<file path="config.mk">
export PLATFORM = sky130hd
export DESIGN_NAME = awb_gain_ctrl
export DESIGN_NICKNAME = d
export VERILOG_FILES = /design/src/rtl/awb_pkg.sv /design/src/rtl/awb_div_seq.sv /design/src/rtl/awb_gain_ctrl.sv
export SDC_FILE = /design/constraint.sdc
export NUM_CORES = 1
export LEC_CHECK = 0
export BUFFER_PORTS_ARGS = -buffer_cell sky130_fd_sc_hd__buf_2
export CELL_PAD_IN_SITES_DETAIL_PLACEMENT = 1
export CELL_PAD_IN_SITES_GLOBAL_PLACEMENT = 1
export CORE_MARGIN = 2
export CORE_UTILIZATION = 30
export CTS_BUF_LIST = sky130_fd_sc_hd__clkbuf_8
export DETAILED_ROUTE_END_ITERATION = 10
export PLACE_DENSITY_LB_ADDON = 0.1
export SLEW_MARGIN = 20
export SYNTH_ARGS = -nofsm -noshare
export SYNTH_HDL_FRONTEND = slang
export SYNTH_SLANG_ARGS = --single-unit
</file>
<file path="constraint.sdc">
create_clock -name clk -period 5.1 [get_ports clk]
set_input_delay 1.02 -clock clk [delete_from_list [all_inputs] [get_ports clk]]
set_output_delay 1.02 -clock clk [all_outputs]
set_load 0.005 [all_outputs]
</file>
<file path="src/rtl/awb_pkg.sv">
// Shared AWB definitions: FSM encoding, gain defaults and the statistics payload.
package awb_pkg;

    localparam int unsigned STAT_W        = 32;
    localparam int unsigned GAIN_W_DEF    = 12;
    localparam int unsigned GAIN_FRAC_DEF = 8;
    localparam int unsigned GAIN_UNITY    = 256;
    localparam int unsigned GAIN_MIN_DEF  = 64;
    localparam int unsigned GAIN_MAX_DEF  = 1023;

    typedef enum logic [1:0] {
        ST_IDLE   = 2'd0,
        ST_DIV_R  = 2'd1,
        ST_DIV_B  = 2'd2,
        ST_UPDATE = 2'd3
    } awb_state_e;

    typedef struct packed {
        logic [STAT_W-1:0] r;
        logic [STAT_W-1:0] g;
        logic [STAT_W-1:0] b;
    } awb_sums_t;

endpackage

</file>
<file path="src/rtl/awb_div_seq.sv">
// Restoring unsigned divider, one quotient bit per cycle; the first bit is
// resolved on the start edge so done pulses NUM_W-1 edges after start.
module awb_div_seq #(
    parameter int unsigned NUM_W = 40,
    parameter int unsigned DEN_W = 32
) (
    input  logic             clk,
    input  logic             rst_n,
    input  logic             start,
    input  logic [NUM_W-1:0] numerator,
    input  logic [DEN_W-1:0] denominator,
    output logic [NUM_W-1:0] quotient,
    output logic             done
);

    localparam int unsigned CNT_W = $clog2(NUM_W + 1);

    logic [DEN_W-1:0] rem_q;
    logic [DEN_W-1:0] den_q;
    logic [NUM_W-1:0] nq_q;
    logic [CNT_W-1:0] cnt_q;
    logic             active_q;

    logic [DEN_W-1:0] rem_in;
    logic [DEN_W-1:0] den_in;
    logic [NUM_W-1:0] nq_in;
    logic [DEN_W:0]   shifted;
    logic             fits;
    logic [DEN_W-1:0] rem_step;
    logic [NUM_W-1:0] nq_step;

    // One restoring step; a start replaces the working state with fresh operands.
    always_comb begin
        rem_in   = start ? '0 : rem_q;
        nq_in    = start ? numerator : nq_q;
        den_in   = start ? denominator : den_q;
        shifted  = {rem_in, nq_in[NUM_W-1]};
        fits     = (shifted >= {1'b0, den_in});
        rem_step = fits ? DEN_W'(shifted - {1'b0, den_in}) : shifted[DEN_W-1:0];
        nq_step  = {nq_in[NUM_W-2:0], fits};
    end

    always_ff @(posedge clk or negedge rst_n) begin
        if (!rst_n) begin
            rem_q    <= '0;
            den_q    <= '0;
            nq_q     <= '0;
            cnt_q    <= '0;
            active_q <= 1'b0;
            done     <= 1'b0;
        end else if (start) begin
            rem_q    <= rem_step;
            nq_q     <= nq_step;
            den_q    <= denominator;
            cnt_q    <= CNT_W'(1);
            active_q <= 1'b1;
            done     <= 1'b0;
        end else if (active_q) begin
            rem_q <= rem_step;
            nq_q  <= nq_step;
            cnt_q <= cnt_q + CNT_W'(1);
            if (cnt_q == CNT_W'(NUM_W - 1)) begin
                active_q <= 1'b0;
                done     <= 1'b1;
            end else begin
                done <= 1'b0;
            end
        end else begin
            done <= 1'b0;
        end
    end

    assign quotient = nq_q;

endmodule

</file>
<file path="src/rtl/awb_gain_ctrl.sv">
// Grey-world AWB gain controller: per-frame G/R and G/B ratios through a shared
// sequential divider, clamped and IIR-smoothed into registered gains.
module awb_gain_ctrl
    import awb_pkg::*;
#(
    parameter int unsigned GAIN_W       = GAIN_W_DEF,
    parameter int unsigned GAIN_FRAC    = GAIN_FRAC_DEF,
    parameter int unsigned GAIN_MIN     = GAIN_MIN_DEF,
    parameter int unsigned GAIN_MAX     = GAIN_MAX_DEF,
    parameter int unsigned SMOOTH_SHIFT = 2
) (
    input  logic              clk,
    input  logic              rst_n,
    input  logic              enable,
    input  logic [STAT_W-1:0] r_sum_in,
    input  logic [STAT_W-1:0] g_sum_in,
    input  logic [STAT_W-1:0] b_sum_in,
    input  logic              frame_done_in,
    output logic [GAIN_W-1:0] r_gain,
    output logic [GAIN_W-1:0] g_gain,
    output logic [GAIN_W-1:0] b_gain,
    output logic              gain_valid,
    output logic              busy
);

    localparam int unsigned QUO_W  = STAT_W + GAIN_FRAC;
    localparam int unsigned DIFF_W = GAIN_W + 1;

    awb_state_e       state_q, state_nxt;
    awb_sums_t        sums_q, sums_nxt;
    logic             div_go_q, div_go_nxt;
    logic [GAIN_W-1:0] r_tgt_q, r_tgt_nxt;
    logic [GAIN_W-1:0] b_tgt_q, b_tgt_nxt;
    logic [GAIN_W-1:0] r_gain_nxt, b_gain_nxt;
    logic             valid_nxt;

    logic             div_start_c;
    logic             div_done;
    logic [QUO_W-1:0] div_quo;
    logic [QUO_W-1:0] num_c;
    logic             sel_b_c;
    logic [STAT_W-1:0] den_raw_c;
    logic [STAT_W-1:0] den_c;
    logic             chan_zero_c;
    logic [GAIN_W-1:0] tgt_c;

    // Clamp on the full-width quotient so large ratios cannot wrap into range.
    function automatic logic [GAIN_W-1:0] clamp_gain(input logic [QUO_W-1:0] q);
        if (q < QUO_W'(GAIN_MIN)) begin
            return GAIN_W'(GAIN_MIN);
        end else if (q > QUO_W'(GAIN_MAX)) begin
            return GAIN_W'(GAIN_MAX);
        end else begin
            return GAIN_W'(q);
        end
    endfunction

    // Step toward target by diff>>>SHIFT, never less than one LSB, so it lands exactly.
    function automatic logic [GAIN_W-1:0] smooth_gain(input logic [GAIN_W-1:0] old_g,
                                                      input logic [GAIN_W-1:0] tgt_g);
        logic signed [DIFF_W-1:0] diff;
        logic signed [DIFF_W-1:0] step;
        diff = $signed({1'b0, tgt_g}) - $signed({1'b0, old_g});
        step = diff >>> SMOOTH_SHIFT;
        if (diff != '0 && step == '0) begin
            step = diff[DIFF_W-1] ? '1 : DIFF_W'(1);
        end
        return GAIN_W'($signed({1'b0, old_g}) + step);
    endfunction

    // Divider operands: first divide uses R, the chained restart uses B.
    always_comb begin
        sel_b_c     = (state_q == ST_DIV_R) && !div_go_q;
        num_c       = QUO_W'(sums_q.g) << GAIN_FRAC;
        den_raw_c   = sel_b_c ? sums_q.b : sums_q.r;
        // A zero denominator is replaced by 1 only to keep timing; its quotient is discarded.
        den_c       = (den_raw_c == '0) ? STAT_W'(1) : den_raw_c;
        div_start_c = enable && (div_go_q || (sel_b_c && div_done));
        chan_zero_c = (state_q == ST_DIV_B) ? (sums_q.b == '0) : (sums_q.r == '0);
        tgt_c       = chan_zero_c ? GAIN_W'(GAIN_MAX) : clamp_gain(div_quo);
    end

    awb_div_seq #(
        .NUM_W (QUO_W),
        .DEN_W (STAT_W)
    ) u_div (
        .clk         (clk),
        .rst_n       (rst_n),
        .start       (div_start_c),
        .numerator   (num_c),
        .denominator (den_c),
        .quotient    (div_quo),
        .done        (div_done)
    );

    always_comb begin
        state_nxt  = state_q;
        sums_nxt   = sums_q;
        div_go_nxt = 1'b0;
        r_tgt_nxt  = r_tgt_q;
        b_tgt_nxt  = b_tgt_q;
        r_gain_nxt = r_gain;
        b_gain_nxt = b_gain;
        valid_nxt  = 1'b0;

        if (!enable) begin
            state_nxt  = ST_IDLE;
            r_gain_nxt = GAIN_W'(GAIN_UNITY);
            b_gain_nxt = GAIN_W'(GAIN_UNITY);
        end else begin
            case (state_q)
                ST_IDLE: begin
                    if (frame_done_in) begin
                        state_nxt  = ST_DIV_R;
                        sums_nxt.r = r_sum_in;
                        sums_nxt.g = g_sum_in;
                        sums_nxt.b = b_sum_in;
                        div_go_nxt = 1'b1;
                    end
                end
                ST_DIV_R: begin
                    // div_go_q masks a done left over from an aborted divide.
                    if (div_done && !div_go_q) begin
                        r_tgt_nxt = tgt_c;
                        state_nxt = ST_DIV_B;
                    end
                end
                ST_DIV_B: begin
                    if (div_done) begin
                        b_tgt_nxt = tgt_c;
                        state_nxt = ST_UPDATE;
                    end
                end
                ST_UPDATE: begin
                    state_nxt = ST_IDLE;
                    if (sums_q.g != '0) begin
                        r_gain_nxt = smooth_gain(r_gain, r_tgt_q);
                        b_gain_nxt = smooth_gain(b_gain, b_tgt_q);
                        valid_nxt  = 1'b1;
                    end
                end
                default: state_nxt = ST_IDLE;
            endcase
        end
    end

    always_ff @(posedge clk or negedge rst_n) begin
        if (!rst_n) begin
            state_q    <= ST_IDLE;
            sums_q     <= '0;
            div_go_q   <= 1'b0;
            r_tgt_q    <= GAIN_W'(GAIN_UNITY);
            b_tgt_q    <= GAIN_W'(GAIN_UNITY);
            r_gain     <= GAIN_W'(GAIN_UNITY);
            b_gain     <= GAIN_W'(GAIN_UNITY);
            gain_valid <= 1'b0;
            busy       <= 1'b0;
        end else begin
            state_q    <= state_nxt;
            sums_q     <= sums_nxt;
            div_go_q   <= div_go_nxt;
            r_tgt_q    <= r_tgt_nxt;
            b_tgt_q    <= b_tgt_nxt;
            r_gain     <= r_gain_nxt;
            b_gain     <= b_gain_nxt;
            gain_valid <= valid_nxt;
            busy       <= (state_nxt != ST_IDLE);
        end
    end

    assign g_gain = GAIN_W'(GAIN_UNITY);

endmodule
</file>
==> results.md, run 1 <==
- First-pass GRT wire length: 74500 um
- Detail Route Antenna Nets: 0
- Maximum root-to-sink buffer count: 3
- IO Pins: 138
- Overflow after GRT: 0
- Startpoint Class: flop
- Peak VDD IR: 0.000178 V
- Die area: 0.0529 mm2
- Minimum clock period: 5040 ps
- Cell area after layout: 0.0182 mm2
- Cells after Synth: 1601
- Nets: 1956
- Combinational Power Share: 0.502
- Reg clk slew, reported paths: 60 ps
- Routed vias: 12300
- Total chip power: 10.3 mW
- Top_reg_cell synth: dfrtp_1
- HPWL Detailed: 34300 um
- Core area: 0.0503 mm2
- Top post-synthesis cells by area: dfrtp_1 42%, mux2_2 7.1%, ha_1 6.5%
- CP max stage cell: or4_4
- Layout cells sized above 1: 0.232
- I/O Buffers: 125
- Post-synth top area share: 0.420
- Clk Latency, worst-skew pair: 640 ps
- Post-place instance area: 0.0169 mm2
- Final period utilization: 0.989
- Largest net degree at the start of global routing: 103
- Final Hold Fails: 0
- Initial Util: 0.305
- Min-Delay Path Class: in2async
- Post-synth top area cell: dfrtp_1
- Setup Skew: 26.2 ps
- CTS root buf: clkbuf_8
- Die H: 230 um
- TritonCTS Buffers: 51
- Internal power: 6.03 mW
- Worst EP required: 5590 ps
- Syn Area/Cell: 9.57 um2
- Rows: 82
- CTS tree: built
- Routed WL: 47000 um
- Critical path type: reg2reg
- Cells along the critical path: inv_1 > ha_2 > fa_2 > nand2b_4 > a21oi_4 > o21ai_2 > a21oi_2 > a21oi_2 > xnor2_1 > or4_1 > or4_4 > o31ai_4 > ha_2 > inv_2 > fa_2 > nor2b_2 > o21ai_2 > a21boi_2 > o21ai_2 > a21oi_2 > o21ai_2 > a21oi_2 > mux2i_1 > o311ai_1
- Status: finished, final reports clean
- Yosys reg bits: 261
- YS warnings: 0
- Least-Margin Pin Slew: 968 ps
- Max-cap violations: 0
- Finish-stage setup viols: 0
- Clock Sinks: 261
- Tot GR Track Use: 0.178
- RSZ-0062 raised after global routing: yes
- Switching Fraction: 0.417
- CP Max Fanout: 2
- Sequential Power Share: 0.305
- Pwr/cell area: 569 mW/mm2
- Die W: 230 um
- Via/cell ratio: 4.96
- Sequential share of the synthesized area: 0.427
- Arrival @ worst endpoint: 5530 ps
- FMAX: 198 MHz
- Slew headroom: 0.354
- Setup crit end kind: flop
- Initial antenna violation count: 2
- Post-synth cell types: 75
- Post-route DRC: 0
- DR WL/cell: 18.9 um
- P_leak: 8.55 nW
- GPL Wtd Cong: 0.819
- Net Sw Power: 4.32 mW
- Number of synthesized flops with an enable pin: 0
- Clock power share: 0.193
- Initial DRC count: 431
- Htree depth: 2
- Final Slew Violations: 0
- TritonRoute pass-1 iters: 4
- Cell area after synthesis: 0.0153 mm2
- Area grow syn2layout: 18.7%
- Vias in the first global route: 13100
- Slowest Stage Delay on Critical Path: 560 ps
- Asr flop ratio synth: 1.00
## layout by cell type, fill, tap and decap left out, types with 5 or more instances in the layout
cell,instances
o21a_1,42
a21oi_1,127
o21ai_0,38
ha_1,75
a31oi_1,12
inv_1,116
nor2b_1,13
nor3_1,38
conb_1,12
or2_2,6
xor2_1,22
o31a_1,5
o21ai_2,7
nand3_1,17
buf_4,64
mux2i_1,79
nor3b_1,7
nand2b_1,12
a22oi_1,6
and2_1,34
a21boi_0,13
dfrtp_1,255
o211ai_1,8
o21ai_1,5
and3_1,14
xnor2_1,24
a32oi_1,5
or3_1,5
a21o_1,18
nand2_1,119
clkbuf_8,58
mux2_2,96
buf_2,124
nor2_1,167
nor4_1,34
a21oi_2,9
nand4_1,16
## layer usage
| layer | wire length [um] | vias to the layer above | global-route usage |
|---|---|---|---|
| li1 | - | 6008 | - |
| met5 | 0 | - | 0 |
| met2 | 22400 | 137 | 0.301 |
| met4 | 743 | 0 | 0.0425 |
| met3 | 1230 | 49 | 0.0281 |
| met1 | 22700 | 6125 | 0.237 |
## cell type report
class                   count  area, um2
fillers                  5803      32100
multi-input cells        1179       8330
flip-flops and latches    261       6540
repair buffers            193       1200
well taps                 672        841
clock buffers              58        798
inverters                  86        323
clock inverters            36        159
diodes                      1       2.50
## through the flow
stage	setup TNS (ps)	instances	hold WS (ps)	util	worst slack (ps)
floorplan	0	1611	442	-	283
global placement	-144	2376	462	0.337	-112
detailed placement	-472	2376	469	0.337	-256
CTS	0	2486	464	0.359	13.9
global route	-374	2486	483	0.362	-199
finish	0	2486	463	0.362	57.8
## cells in the mapped netlist, drive strengths merged, types with 4 or more instances
cell type	n
ha	79
nand2b	13
a31oi	12
dfstp	4
nor2b	16
mux2i	79
o21a	42
nor3	39
a21oi	137
inv	86
xnor2	25
o211ai	8
a211oi	4
mux2	96
or2	6
o22ai	4
or3	5
and3	14
nand4	16
nor2	169
and2	34
a21boi	18
buf	29
clkbuf	56
a221oi	6
o31a	5
o31ai	7
o21ai	51
fa	5
nor3b	8
or4	4
a22oi	6
nor4	34
nand3	17
dfrtp	257
xor2	23
a21o	18
nand2	120
a32oi	5
## sequential cells by signal (all words and copies together), names as in the netlist
signal          cells
sums_q             64
u_div.quotient     40
state_q             2
u_div.active_q      1
b_gain             12
r_gain             12
busy                1
r_tgt_q            12
b_tgt_q            12
gain_valid          1
u_div.done          1
u_div.rem_q        32
u_div.cnt_q         6
u_div.den_q        32
div_go_q            1
num_c              32
## worst max-delay path: cells and delay by family, from the launching register on
| kind | cells | cell delay (ps) |
|---|---|---|
| AOI/OAI and AO/OA | 12 | 1610 |
| muxes | 1 | 190 |
| and+or+nand+nor | 4 | 1380 |
| DFF | 1 | 340 |
| buffers and inverters | 2 | 90 |
| xor gates and xnor gates | 1 | 140 |
| adders and majority gates | 4 | 1160 |
## logic make-up (layout without fill, tap and decap cells)
family | count (synthesis) | after routing | share of synthesized area
AO/OA/AOI/OAI | 356 | 356 | 0.150
XOR/XNOR | 48 | 48 | 0.0274
adder cells (fa/ha/maj) | 84 | 84 | 0.0710
buffers and inverters | 171 | 373 | 0.0453
flip-flops | 261 | 261 | 0.427
multiplexers | 175 | 175 | 0.122
other | 2 | 13 | 0.000490
AND/OR/NAND/NOR | 504 | 504 | 0.157
## worst paths after layout
path / cells past startpoint / slack [ps] / startpoint / to
worst min-delay path: 1 / 460 / rst_n / sums_q[70]
worst min register to register: 2 / 470 / u_div.rem_q[14] / u_div.rem_q[14]
worst max register to register: 24 / 60 / r_tgt_q[0] / r_gain[10]
min in group clk: 2 / 470 / u_div.rem_q[14] / u_div.rem_q[14]
worst max-delay path: 24 / 60 / r_tgt_q[0] / r_gain[10]
max in group asynchronous: 2 / 3550 / rst_n / r_tgt_q[8]
## what timing repair did
| item | CTS | global route |
|---|---|---|
| endpoints found under the setup margin | 4 | 11 |
| gates resized for setup | 11 | 47 |
| hold buffers | 0 | 0 |
| pin swaps | 9 | 27 |
| buffers inserted | 16 | 4 |
## power by group through the flow
stage          Clock (mW)  Sequential (mW)  Combinational, mW
2_1_floorplan           0             3.02               3.75
3_3_place_gp            0             3.18               5.05
3_5_place_dp            0             3.20               5.11
4_1_cts              2.10             3.17               5.16
5_1_grt              2.19             3.25               5.85
6_report             2.00             3.16               5.19
Note: power is estimated with default switching activity, not from simulation.
==> inputs of run 2 (changes only) <==
--- a/config.mk
+++ b/config.mk
@@ -13,6 +13,7 @@
 export CTS_BUF_LIST = sky130_fd_sc_hd__clkbuf_8
 export DETAILED_ROUTE_END_ITERATION = 10
 export PLACE_DENSITY_LB_ADDON = 0.1
+export RECOVER_POWER = 100
 export SLEW_MARGIN = 20
 export SYNTH_ARGS = -nofsm -noshare
 export SYNTH_HDL_FRONTEND = slang
==> run 2 against run 1 <==
  * The flow now finishes with violations (capacitance limit, slew limit)
  * Count of clock-buffer cells in the layout stayed put
  * Largest power group unchanged
  * First-iteration DRC count shrank 5.1%
  * Clock skew shrank 0.62 ps
  * Via count rose by 0.14%
  * Sequential power hardly changed
  * Highest routed layer unchanged
  * Worst setup slack better by 4.9 ps
==> results.md, run 2 (synthesis gave the netlist of run 1 again) <==
- Vias in the first global route: 13100
- RR Endpoint: r_gain[10]
- GPL Wtd Cong: 0.819
- Core area: 0.0503 mm2
- Sequential Power Share: 0.305
- Peak VDD IR: 0.000178 V
- Reg2Reg Depth: 24
- Min-Delay Path Class: reg2reg
- Maximum root-to-sink buffer count: 3
- Worst EP required: 5590 ps
- Reg with most FFs: sums_q
- Minimum clock period: 5040 ps
- Inst Count DP: 2376
- Final cell count without fillers: 2486
- Setup ws final: 62.7 ps
- Max reg flops: 64
- Detail Route Antenna Nets: 0
- Slowest Stage Delay on Critical Path: 560 ps
- Cells along the critical path: inv_1 > ha_2 > fa_2 > nand2b_4 > a21oi_4 > o21ai_2 > a21oi_2 > a21oi_2 > xnor2_1 > or4_1 > or4_4 > o31ai_4 > ha_2 > inv_2 > fa_2 > nor2b_2 > o21ai_2 > a21boi_2 > o21ai_2 > a21oi_2 > o21ai_2 > a21oi_2 > mux2i_1 > o311ai_1
- Initial Util: 0.305
- HPWL Detailed: 34300 um
- Die area: 0.0529 mm2
- Post-route DRC: 0
- Post-place instance area: 0.0169 mm2
- Layout cells sized above 1: 0.227
- Reg clk slew, reported paths: 60 ps
- Arrival @ worst endpoint: 5530 ps
- Setup Skew: 25.5 ps
- Top delay family on crit path: compound AO/OA/AOI/OAI gates
- Finish-stage setup viols: 0
- Final Hold Fails: 0
- CTS tree: built
- Max-cap violations: 4
- TritonCTS Buffers: 51
- I/O Buffers: 125
- R2R Setup Slk: 60 ps
- Critical path type: reg2reg
- Failing checks: capacitance limit, slew limit
- Final period utilization: 0.988
- Hold path depth: 2
- Net Sw Power: 4.32 mW
- Most frequent cells in the layout: 255 x dfrtp_1, 167 x nor2_1, 127 x a21oi_1
- Routed vias: 12300
- Setup Total Neg Slack: 0 ps
- Least-Margin Pin Slew: 2880 ps
- Die W: 230 um
- Final Slew Violations: 234
- Clock power share: 0.193
- Worst slack at placement: -256 ps
- Commonest non-fill, non-tap cell in the layout: dfrtp_1
- Hold path endpoint: u_div.rem_q[14]
- TritonRoute pass-1 iters: 4
- Initial DRC count: 409
- CP bufs+invs: 2
- Largest net degree at the start of global routing: 103
- Die H: 230 um
- Initial antenna violation count: 2
- Tot GR Track Use: 0.178
- Pwr/cell area: 571 mW/mm2
- Htree depth: 2
- Launching point of the worst reg2reg path: r_tgt_q[0]
- First-pass GRT wire length: 74500 um
- Status: complete, but fails checks
- Clk Latency, worst-skew pair: 640 ps
- Slew headroom: -0.918
- CTS Hold Buffers Added: 0
- Startpoint Class: flop
- Nets: 1956
- Cell area after layout: 0.0181 mm2
- Overflow after GRT: 0
- CTS root buf: clkbuf_8
- FMAX: 199 MHz
- Via/cell ratio: 4.96
- Area grow syn2layout: 18.3%
- DR WL/cell: 18.9 um
- Internal power: 6.03 mW
- Setup crit end kind: flop
- IO Pins: 138
- CP Max Fanout: 2
- Hold_sp: u_div.rem_q[14]
- Clock Sinks: 261
- CP max stage cell: or4_4
- Routed WL: 47000 um
- P_leak: 8.51 nW
- RSZ-0062 raised after global routing: yes
- Rows: 82
- Combinational Power Share: 0.502
- Switching Fraction: 0.417
## run 2: worst register-to-register path, delay by kind of cell (launching register included)
| kind | cells | cell delay, ps |
|---|---|---|
| XOR/XNOR | 1 | 140 |
| adder cells (fa/ha/maj) | 4 | 1160 |
| AND/OR/NAND/NOR | 4 | 1380 |
| AO/OA/AOI/OAI | 12 | 1600 |
| buffers and inverters | 2 | 90 |
| flip-flops | 1 | 340 |
| multiplexers | 1 | 190 |
## run 2: routing by layer
layer | GRT usage | wire (um) | vias up
met5 | 0 | 0 | -
met1 | 0.237 | 22400 | 6126
met4 | 0.0425 | 784 | 0
met3 | 0.0281 | 1370 | 51
li1 | - | - | 6009
met2 | 0.301 | 22500 | 150
## run 2: layout make-up
| type | count | area (um2) |
|---|---|---|
| multi-input combinational | 1179 | 8320 |
| timing repair buffer | 193 | 1150 |
| antenna | 1 | 2.50 |
| clock inverter | 36 | 159 |
| clock buffer | 58 | 798 |
| inverter | 86 | 323 |
| sequential | 261 | 6540 |
| tap | 672 | 841 |
| fill | 5807 | 32100 |
## run 2: power by group through the flow
stage | Combinational (mW) | Sequential [mW] | Clock (mW)
CTS | 5.16 | 3.17 | 2.10
finish | 5.19 | 3.16 | 2.00
global placement | 5.05 | 3.18 | 0
detailed placement | 5.11 | 3.20 | 0
global route | 5.85 | 3.25 | 2.19
floorplan | 3.75 | 3.02 | 0
## run 2: worst max path at each step
| stage | startpoint | endpoint | depth (start not counted) |
|---|---|---|---|
| 2_1_floorplan | r_gain[0] | r_gain[10] | 23 |
| 3_3_place_gp | r_gain[0] | r_gain[10] | 23 |
| 3_5_place_dp | r_gain[0] | r_gain[10] | 23 |
| 4_1_cts | r_gain[0] | r_gain[4] | 28 |
| 5_1_grt | r_tgt_q[0] | r_gain[10] | 24 |
| 6_report | r_tgt_q[0] | r_gain[10] | 24 |
## run 2: what timing repair did
| action | in CTS | in global routing |
|---|---|---|
| pin swaps | 9 | 27 |
| buffers inserted | 16 | 4 |
| resized for setup | 11 | 47 |
| endpoints found under the setup margin | 4 | 11 |
## run 2: stage by stage
| step | total power [mW] | util | hold WS [ps] |
|---|---|---|---|
| after floorplan | 6.77 | - | 442 |
| after global placement | 8.23 | 0.337 | 462 |
| after detailed placement | 8.31 | 0.337 | 469 |
| after CTS | 10.4 | 0.359 | 464 |
| after global routing | 11.3 | 0.361 | 518 |
| final | 10.3 | 0.361 | 472 |
==> inputs of run 3 (changes only) <==
--- a/config.mk
+++ b/config.mk
@@ -6,6 +6,7 @@
 export NUM_CORES = 1
 export LEC_CHECK = 0
 export BUFFER_PORTS_ARGS = -buffer_cell sky130_fd_sc_hd__buf_2
+export CAP_MARGIN = 20
 export CELL_PAD_IN_SITES_DETAIL_PLACEMENT = 1
 export CELL_PAD_IN_SITES_GLOBAL_PLACEMENT = 1
 export CORE_MARGIN = 2
@@ -17,4 +18,5 @@
 export SLEW_MARGIN = 20
 export SYNTH_ARGS = -nofsm -noshare
 export SYNTH_HDL_FRONTEND = slang
+export SYNTH_HIERARCHICAL = 1
 export SYNTH_SLANG_ARGS = --single-unit
==> run 3 against run 2 <==
  * The run still ends with capacitance limit, slew limit left
  * Die area increased by 2.0%
  * Worst setup slack improved by 310 ps
  * Critical path depth shrank 7
  * Total power grew 0.82%
  * Final cell count shrank 2.5%
  * Via count decreased by 2.7%
  * Wire length shrank 2.0%
  * Non-clock buffer count decreased by 35
  * Sequential share of layout area up 0.12 points
  * Clock skew up 20 ps
  * Synthesized area increased by 2.0%
  * Maximum frequency is 6.6% higher
  * Critical path type unchanged
  * Highest routed layer unchanged
==> results.md, run 3 <==
- Final period utilization: 0.927
- Min-Delay Path Class: reg2reg
- Least-Margin Pin Slew: 2710 ps
- Simple-gate share of the synthesized area: 0.135
- Detail Route Antenna Nets: 0
- Vias in the first global route: 13000
- Startpoint Class: flop
- Most frequent cells in the layout: 256 x dfrtp_1, 129 x mux2_2, 113 x buf_2
- Reg clk slew, reported paths: 60 ps
- Pwr/cell area: 577 mW/mm2
- Commonest non-fill, non-tap cell in the layout: dfrtp_1
- Rows: 83
- Sequential share of the synthesized area: 0.418
- Asr flop ratio synth: 1.00
- IO Pins: 138
- Synth cell count leaders: 257 x dfrtp_1, 130 x mux2_2, 102 x nand2_1, 92 x a21oi_1
- Routed vias: 12000
- Count leader, synth: dfrtp_1
- TritonRoute pass-1 iters: 4
- CTS root buf: clkbuf_8
- I/O Buffers: 125
- Worst slack at placement: 165 ps
- Largest family of logic cells by synthesized area: multiplexers
- Cells after Synth: 1558
- Htree depth: 2
- CP Max Fanout: 4
- Core area: 0.0514 mm2
- Critical path type: reg2reg
- Inst Count DP: 2332
- Routed WL: 46100 um
- Largest net degree at the start of global routing: 101
- Maximum root-to-sink buffer count: 3
- Peak VDD IR: 0.000272 V
- Setup ws final: 374 ps
- Status: complete, but fails checks
- Overflow after GRT: 0
- Setup Total Neg Slack: 0 ps
- Post-synth top area share: 0.411
- Top post-synthesis cells by area: dfrtp_1 41%, mux2_2 9.4%, ha_1 6.3%
- Setup crit end kind: flop
- Clock Sinks: 261
- Final cell count without fillers: 2425
- Post-synth cell types: 82
- Nets: 1890
- FMAX: 212 MHz
- Initial antenna violation count: 0
- Postcts setup bufs: 0
- Max-cap violations: 5
- Post-route DRC: 0
- Die area: 0.0540 mm2
- Max reg flops: 64
- Initial DRC count: 374
- Cell area after synthesis: 0.0156 mm2
- CTS tree: built
- Area grow syn2layout: 15.6%
- Setup Skew: 45.8 ps
- Arrival @ worst endpoint: 5220 ps
- HPWL Detailed: 34700 um
- Post-Synth Adder-Cell Area: 0.0696
- Post-synth top area cell: dfrtp_1
- Slew headroom: -0.809
- Hold_ws: 487 ps
- Tot GR Track Use: 0.175
- TritonCTS Buffers: 52
- Final Hold Fails: 0
- Final Slew Violations: 330
- Syn Area/Cell: 10.0 um2
- Fillers: 5892
- YS warnings: 6
- Die H: 232 um
- DR WL/cell: 19.0 um
- Fin util: 0.352
- Clk Latency, worst-skew pair: 650 ps
- Ant. Diodes: 0
- Yosys reg bits: 261
- Initial Util: 0.304
- Layout cells sized above 1: 0.215
- Via/cell ratio: 4.95
- Xor/xnor share of the synthesized area: 0.0314
- Finish-stage setup viols: 0
- First-pass GRT wire length: 74500 um
- P_leak: 8.21 nW
- Post-synthesis mux area share: 0.152
- Worst EP required: 5590 ps
- Minimum clock period: 4730 ps
- GPL Wtd Cong: 0.814
- Top_reg_cell synth: dfrtp_1
- Number of synthesized flops with an enable pin: 0
- Reg with most FFs: sums_q
- Die W: 232 um
- Compound-Gate Fraction of Synth Area: 0.145
- Failing checks: capacitance limit, slew limit
[run 3: cell types whose count changed after synthesis, moves of 22 or more]
cell,change
nor3_1,-22
a21oi_1,-43
o21a_1,-23
nor2b_1,+40
o21ai_0,+44
nor2_1,-86
mux2_2,+34
[run 3: logic make-up after synthesis]
family / after synthesis
buffers and inverters: 173
flip-flops: 261
AND/OR/NAND/NOR: 407
other: 2
AO/OA/AOI/OAI: 354
adder cells (fa/ha/maj): 84
multiplexers: 221
XOR/XNOR: 56
[run 3: path summary, 6_finish.rpt]
check,start,end,slack (ps),depth (start not counted)
hold reg to reg,u_div/den_q[5],u_div/den_q[5],490,2
max in group asynchronous,rst_n,b_tgt_q[3],940,2
setup reg to reg,b_gain[0],b_gain[6],370,17
setup / recovery,b_gain[0],b_gain[6],370,17
min in group asynchronous,rst_n,sums_q[2],1180,1
hold / removal,u_div/den_q[5],u_div/den_q[5],490,2
[run 3: stage by stage]
| stage | power, mW | area, um2 |
|---|---|---|
| 3_5_place_dp | 8.33 | 17100 |
| 5_1_grt | 11.4 | 18100 |
| 4_1_cts | 10.6 | 18200 |
| 3_3_place_gp | 8.27 | 17100 |
| 2_1_floorplan | 6.96 | 15700 |
| 6_report | 10.4 | 18100 |
[run 3: timing repair]
item / in CTS / in global routing
setup endpoints to repair: 0 / 3
gates resized for setup: 0 / 2
hold buffers: 0 / 0
[run 3: area by class of cell]
type | instances | area, um2 | area share
clock inverter | 28 | 171 | 0.00948
clock buffer | 65 | 895 | 0.0495
tap | 680 | 851 | 0.0471
sequential | 261 | 6540 | 0.362
inverter | 91 | 342 | 0.0189
timing repair buffer | 158 | 861 | 0.0476
multi-input combinational | 1142 | 8420 | 0.466
[run 3: critical path, stage by stage, from the launching register on]
cell      delay, ps
dfrtp_1         420
ha_1            250
fa_1            450
xor2_1          320
nand2_1          90
or3_2           480
or4_1           500
o41ai_2         320
ha_1            270
inv_1            60
fa_1            410
nor2b_1         140
o21a_1          140
o21a_1          160
o21ai_0         140
a21boi_0        220
o31ai_1          90
and2_1          150
[run 3: metal layers]
| metal | GRT usage | wire length (um) | vias up |
|---|---|---|---|
| li1 | - | - | 5850 |
| met5 | 0 | 0 | - |
| met1 | 0.236 | 21600 | 5938 |
| met3 | 0.0301 | 1830 | 69 |
| met2 | 0.289 | 21700 | 152 |
| met4 | 0.0489 | 919 | 0 |
[run 3: power by group]
group	switching, mW	internal (mW)
registers	0.464	2.73
logic	2.86	2.19
clock network	0.990	1.20
total	4.32	6.11
